--- src/rtl/student_fir_pkg.sv ---
// Shared definitions for the student FIR chain: default word widths, the requantisation shift
// and the narrowing saturator used by the FIR stages.
package student_fir_pkg;

  localparam int FIR_OUT_W     = 32;
  localparam int SAMPLE_W      = 16;
  localparam int REQUANT_SHIFT = 15;

  // Returns 1 when the value had to be clamped; narrow receives the clamped or truncated sample.
  function automatic logic sat_narrow(input  logic signed [FIR_OUT_W:0] wide,
                                      output logic [SAMPLE_W-1:0]       narrow);
    logic [FIR_OUT_W-SAMPLE_W+1:0] hi;
    hi = wide[FIR_OUT_W:SAMPLE_W-1];
    if ((hi == '0) || (hi == '1)) begin
      narrow = wide[SAMPLE_W-1:0];
      return 1'b0;
    end
    narrow = wide[FIR_OUT_W] ? {1'b1, {(SAMPLE_W-1){1'b0}}} : {1'b0, {(SAMPLE_W-1){1'b1}}};
    return 1'b1;
  endfunction

endpackage

--- src/rtl/student_sync_fifo.sv ---
// Single-clock FIFO with registered first-word-fall-through head; the head holds its last
// value once the FIFO drains.
module student_sync_fifo #(
  parameter int WIDTH = 16,
  parameter int DEPTH = 4
) (
  input  logic                     clk_i,
  input  logic                     rst_i,
  input  logic                     clear_i,
  input  logic                     push_i,
  input  logic [WIDTH-1:0]         wdata_i,
  input  logic                     pop_i,
  output logic [WIDTH-1:0]         head_o,
  output logic                     empty_o,
  output logic                     full_o,
  output logic [$clog2(DEPTH):0]   level_o
);

  localparam int AW = $clog2(DEPTH);
  localparam logic [AW:0] LVL_ONE  = (AW+1)'(1);
  localparam logic [AW:0] LVL_FULL = (AW+1)'(DEPTH);

  logic [WIDTH-1:0] mem_q [DEPTH];
  logic [AW-1:0]    wr_ptr_q, wr_ptr_d;
  logic [AW-1:0]    rd_ptr_q, rd_ptr_d;
  logic [AW-1:0]    rd_next;
  logic [AW:0]      level_q, level_d;
  logic [WIDTH-1:0] head_q, head_d;
  logic             do_push, do_pop;

  assign empty_o = (level_q == '0);
  assign full_o  = (level_q == LVL_FULL);
  assign head_o  = head_q;
  assign level_o = level_q;
  assign rd_next = rd_ptr_q + 1'b1;

  // A push into a full FIFO is only accepted when a pop frees the slot in the same cycle.
  assign do_pop  = pop_i & ~empty_o;
  assign do_push = push_i & (~full_o | do_pop);

  always_comb begin
    wr_ptr_d = wr_ptr_q;
    rd_ptr_d = rd_ptr_q;
    level_d  = level_q;
    head_d   = head_q;
    if (do_push) wr_ptr_d = wr_ptr_q + 1'b1;
    if (do_pop)  rd_ptr_d = rd_next;
    if (do_push && !do_pop)      level_d = level_q + LVL_ONE;
    else if (!do_push && do_pop) level_d = level_q - LVL_ONE;
    if (do_pop) begin
      if (level_q > LVL_ONE) head_d = mem_q[rd_next];
      else if (do_push)      head_d = wdata_i;
    end else if (empty_o && do_push) begin
      head_d = wdata_i;
    end
    if (clear_i) begin
      wr_ptr_d = '0;
      rd_ptr_d = '0;
      level_d  = '0;
      head_d   = head_q;
    end
  end

  always_ff @(posedge clk_i or posedge rst_i) begin
    if (rst_i) begin
      wr_ptr_q <= '0;
      rd_ptr_q <= '0;
      level_q  <= '0;
      head_q   <= '0;
    end else begin
      wr_ptr_q <= wr_ptr_d;
      rd_ptr_q <= rd_ptr_d;
      level_q  <= level_d;
      head_q   <= head_d;
    end
  end

  always_ff @(posedge clk_i) begin
    if (do_push && !clear_i) mem_q[wr_ptr_q] <= wdata_i;
  end

endmodule

--- src/rtl/student_fir_requant.sv ---
// Captures the FIR accumulator on each strobe rising edge, rounds half-up, shifts, saturates
// to the sample width and queues the result behind a valid/ready output with status counters.
module student_fir_requant
  import student_fir_pkg::*;
#(
  parameter int DATA_SIZE_FIR_OUT = FIR_OUT_W,
  parameter int DATA_SIZE         = SAMPLE_W,
  parameter int SHIFT             = REQUANT_SHIFT,
  parameter int FIFO_DEPTH        = 4,
  parameter int SAT_CNT_WIDTH     = 16
) (
  input  logic                            clk_i,
  input  logic                            rst_i,
  input  logic                            valid_strobe_in,
  input  logic [DATA_SIZE_FIR_OUT-1:0]    y_in,
  input  logic                            clear_i,
  output logic [DATA_SIZE-1:0]            sample_o,
  output logic                            sample_valid_o,
  input  logic                            sample_ready_i,
  output logic                            overflow_o,
  output logic [SAT_CNT_WIDTH-1:0]        sat_count_o,
  output logic [$clog2(FIFO_DEPTH):0]     fifo_level_o
);

  localparam int W = DATA_SIZE_FIR_OUT;
  localparam logic [W:0] ROUND_C =
    (SHIFT == 0) ? '0 : ((W+1)'(1) << ((SHIFT == 0) ? 0 : SHIFT - 1));

  logic                     strobe_prev_q;
  logic                     edge_det;
  logic                     v1_q, v1_d;
  logic signed [W:0]        r_q, r_d;
  logic signed [W:0]        s_full;
  logic [W-DATA_SIZE+1:0]   s_hi;
  logic                     sat_pos, sat_neg, sat_any;
  logic [DATA_SIZE-1:0]     result;
  logic                     push, fifo_empty, fifo_full, pop_now;
  logic                     overflow_q, overflow_d;
  logic [SAT_CNT_WIDTH-1:0] sat_cnt_q, sat_cnt_d;

  assign edge_det = valid_strobe_in & ~strobe_prev_q;

  // Stage 1: the extra top bit keeps the rounding add from wrapping at the positive limit.
  always_comb begin
    v1_d = edge_det & ~clear_i;
    r_d  = r_q;
    if (edge_det) r_d = $signed({y_in[W-1], y_in}) + $signed(ROUND_C);
  end

  // Stage 2: everything above the sample's sign bit must be pure sign extension to fit.
  assign s_full  = r_q >>> SHIFT;
  assign s_hi    = s_full[W:DATA_SIZE-1];
  assign sat_any = ~((s_hi == '0) || (s_hi == '1));
  assign sat_pos = sat_any & ~s_full[W];
  assign sat_neg = sat_any &  s_full[W];

  always_comb begin
    result = s_full[DATA_SIZE-1:0];
    if (sat_pos)      result = {1'b0, {(DATA_SIZE-1){1'b1}}};
    else if (sat_neg) result = {1'b1, {(DATA_SIZE-1){1'b0}}};
  end

  assign push    = v1_q & ~clear_i;
  assign pop_now = sample_ready_i & ~fifo_empty;

  always_comb begin
    overflow_d = overflow_q;
    sat_cnt_d  = sat_cnt_q;
    if (clear_i) begin
      overflow_d = 1'b0;
      sat_cnt_d  = '0;
    end else begin
      if (push && fifo_full && !pop_now) overflow_d = 1'b1;
      if (push && sat_any && !(&sat_cnt_q)) sat_cnt_d = sat_cnt_q + 1'b1;
    end
  end

  always_ff @(posedge clk_i or posedge rst_i) begin
    if (rst_i) begin
      strobe_prev_q <= 1'b0;
      v1_q          <= 1'b0;
      r_q           <= '0;
      overflow_q    <= 1'b0;
      sat_cnt_q     <= '0;
    end else begin
      strobe_prev_q <= valid_strobe_in;
      v1_q          <= v1_d;
      r_q           <= r_d;
      overflow_q    <= overflow_d;
      sat_cnt_q     <= sat_cnt_d;
    end
  end

  student_sync_fifo #(
    .WIDTH (DATA_SIZE),
    .DEPTH (FIFO_DEPTH)
  ) u_fifo (
    .clk_i   (clk_i),
    .rst_i   (rst_i),
    .clear_i (clear_i),
    .push_i  (push),
    .wdata_i (result),
    .pop_i   (sample_ready_i),
    .head_o  (sample_o),
    .empty_o (fifo_empty),
    .full_o  (fifo_full),
    .level_o (fifo_level_o)
  );

  assign sample_valid_o = ~fifo_empty;
  assign overflow_o     = overflow_q;
  assign sat_count_o    = sat_cnt_q;

endmodule

--- config.mk ---
export PLATFORM = sky130hd
export DESIGN_NAME = student_fir_requant
export DESIGN_NICKNAME = d
export VERILOG_FILES = /design/src/rtl/student_fir_pkg.sv /design/src/rtl/student_sync_fifo.sv /design/src/rtl/student_fir_requant.sv
export SDC_FILE = /design/constraint.sdc
export NUM_CORES = 1
export LEC_CHECK = 0
export BUFFER_PORTS_ARGS = -buffer_cell sky130_fd_sc_hd__buf_2
export CAP_MARGIN = 0
export CELL_PAD_IN_SITES_DETAIL_PLACEMENT = 0
export CELL_PAD_IN_SITES_GLOBAL_PLACEMENT = 2
export CORE_ASPECT_RATIO = 1.2
export CORE_MARGIN = 2
export CORE_UTILIZATION = 36
export DETAILED_ROUTE_END_ITERATION = 8
export PLACE_DENSITY = 0.75
export SLEW_MARGIN = 10
export SYNTH_ARGS = -nofsm -noshare
export SYNTH_HDL_FRONTEND = slang
export SYNTH_SLANG_ARGS = --single-unit
--- constraint.sdc ---
create_clock -name clk_i -period 2.1 [get_ports clk_i]
set_input_delay 0.315 -clock clk_i [delete_from_list [all_inputs] [get_ports clk_i]]
set_output_delay 0.315 -clock clk_i [all_outputs]
set_load 0.005 [all_outputs]
==> results.cfg <==
[status]
status = completed

[cts]
cts.sinks = 124
clk_pin_slew_worst_paths_ps = 50
cts_tree = yes
numCtsBuffers = 17
cts_root_buffer = clkbuf_16
clockBufferDepth = 2
h-tree-depth = 4
clock_latency_ps = 410

[layout]
fin_nets = 563
layout_common_cells = edfxtp_1 (64), dfrtp_1 (60), buf_2 (59), nor2_1 (52), nand2_1 (35)
drive_gt1_share_pct = 32.3
num-fill-cells = 1415
final_util_pct = 45.7
syn2layout_area_growth_pct = 24.7
final_common_cell = edfxtp_1
multi_input_area_um2 = 2160
antennaDiodeCount = 0
register_area_um2 = 3420
final_design_area_no_fill_um2 = 7120

[sta]
whs_ps = 28.3
tightest_slew_ps = 605
rsz0062_at_grt = false
relSlewSlack_pct = 59.6
skew_ps = 11.0
drv_slew = 0
fin_crit_ps = 1960
finalHoldViolations = 0
setup_viol = 0
fmax_ghz = 0.509
finalCritPeriodShare_pct = 93.5

[global_routing]
grt_usage_pct = 14.7
grt_pass1_vias = 3677
grt_pass1_wl_um = 19200
antenna_found_initial = 0
grt_start_max_net_pins = 37
gr-total-overflow = 0

[critical_path]
required_ps = 2390
end_kind = register
critPathKind = register to register
slowest_delay_ps = 370
crit_slowest_cell = dfrtp_1
cp_top_family = multiplexers
cp_num_buf_inv = 2
cp-start-kind = register
cpMostUsedCell = mux2_2
cp.arrival_ps = 2250
path_cells = buf_4 > ha_1 > a211oi_2 > o21a_2 > buf_12 > mux2_2 > mux2_2
path_max_fanout = 16

[flow_run]
max-cap-violations = 0

[logic_synthesis]
ys_seq_area_share_pct = 59.9
async_flop_share_pct = 48.4
ys.flop_type = edfxtp_1
synth_cells = 434
ys_ff_latch = 124
syn-mean-instance-area_um2 = 13.2
synth_edf_count = 64
yosys-top-cells-area = edfxtp_1 (34%), dfrtp_1 (26%), mux2_2 (6.5%)
yosys.area.top_type = edfxtp_1
synth_nets = 481
yosys.area.top_type_share_pct = 33.6
synth_cell_types = 45
ys_warn_count = 0
synth_area_um2 = 5710

[place]
hpwl_um = 7670
place_congestion = 0.762
io_buffer_count = 59
place_area_um2 = 6410

[min_path]
min-delay-path-class = input pin to register

[power]
finalPower_mw = 7.91
p_leak_nw = 2.81
power-per-cell-area_nw_per_um2 = 1110
irDropWorstVdd_mv = 0.502

[die]
fp.coreArea_um2 = 15600
die_width_um = 119
row_count = 50
ios = 74
initial_utilization_pct = 36.7
die_area_um2 = 16900
die_y_um = 142

[detailed_routing]
wl_met2_um = 5390
route.met3.wl_um = 492
first_iter_violations = 119
wire_per_inst_um = 15.5
wl_met1_um = 5410
ant_nets = 0
drc = 0
vias_per_cell = 4.92
wirelength_um = 11400
drt-pass1-iter-count = 4
via_count = 3628
maxUsedRoutingLayer = met4
==> logic make-up (layout without fill, tap and decap cells) <==
kind of cell / count (synthesis) / in the layout / share of synthesized area (%)
and+or+nand+nor: 146 / 146 / 12.3
AOI/OAI and AO/OA: 43 / 43 / 5.17
muxes: 50 / 50 / 13.0
adders and majority gates: 10 / 10 / 2.19
xor gates and xnor gates: 32 / 32 / 4.91
DFF: 124 / 124 / 59.9
buffers and inverters: 29 / 124 / 2.48
==> where the power goes <==
group	switching [mW]	internal (mW)	total, mW
registers	0.148	2.88	3.03
logic	0.794	0.916	1.71
clock network	1.03	2.14	3.16
total	1.97	5.93	7.91
==> final timing paths <==
kind                                                from                             to  slack, ps  cells after the start
min reg2reg                          r_q[29]$_DFFE_PP0P_            r_q[29]$_DFFE_PP0P_        480                      2
min in group asynchronous                          rst_i   u_fifo.head_o[4]$_DFFE_PP0P_        520                      3
max                        u_fifo.level_o[0]$_DFFE_PP0P_  u_fifo.head_o[13]$_DFFE_PP0P_        140                      7
max in group asynchronous                          rst_i  u_fifo.head_o[10]$_DFFE_PP0P_        970                      4
min                                      valid_strobe_in        strobe_prev_q$_DFF_PP0_         30                      1
max reg2reg                u_fifo.level_o[0]$_DFFE_PP0P_  u_fifo.head_o[13]$_DFFE_PP0P_        140                      7
==> final cells by class <==
class,count,share of cell area (%)
inverters,7,0.369
multi-input cells,281,30.4
clock inverters,11,2.72
flip-flops and latches,124,48.1
well taps,208,3.65
clock buffers,21,6.32
repair buffers,85,8.50
==> timing repair <==
item | 4_1_cts | 5_1_grt
pin swaps | 0 | 2
setup endpoints to repair | 16 | 16
hold buffers | 1 | 0
resized for setup | 4 | 4
endpoints found under the hold margin | 23 | 0
setup buffers | 0 | 2
==> registers in the layout, summed over array words and instances (netlist names) <==
name             count
overflow_o           1
r_q                 18
sat_count_o         16
strobe_prev_q        1
u_fifo.head_o       16
u_fifo.level_o       3
u_fifo.mem_q        64
u_fifo.rd_ptr_q      2
u_fifo.wr_ptr_q      2
v1_q                 1
==> stage by stage <==
step	TNS (ps)	cells	worst slack (ps)
after floorplan	0	434	18.4
after global placement	-1350	702	-86.5
after detailed placement	-2660	702	-179
after CTS	0	735	48.0
after global routing	0	737	10.0
final	0	737	136
==> synthesized netlist by cell type (all sizes together) (2+ instances only) <==
cell type	instances
buf	10
a21boi	2
nor4	5
and3	5
edfxtp	64
nor2	52
a21oi	4
xnor2	18
nor3	9
and2	5
dfrtp	60
ha	10
o21ai	22
mux4	16
and4	4
nor2b	4
a211oi	3
mux2	33
nand3	14
nand2	35
a31oi	3
nand4	8
clkbuf	12
inv	7
o2bb2ai	2
xor2	14
==> routing by layer <==
metal	global-route usage (%)	up-vias
met5	0	-
met1	19.1	1793
met4	5.08	0
met2	23.7	82
met3	4.21	8
li1	-	1745
==> worst register-to-register path, stage by stage (launching register included) <==
cell	delay, ps
dfrtp_1	370
buf_4	140
ha_1	200
a211oi_2	150
o21a_2	200
buf_12	170
mux2_2	370
mux2_2	260
(Power assumes the default switching activity.)
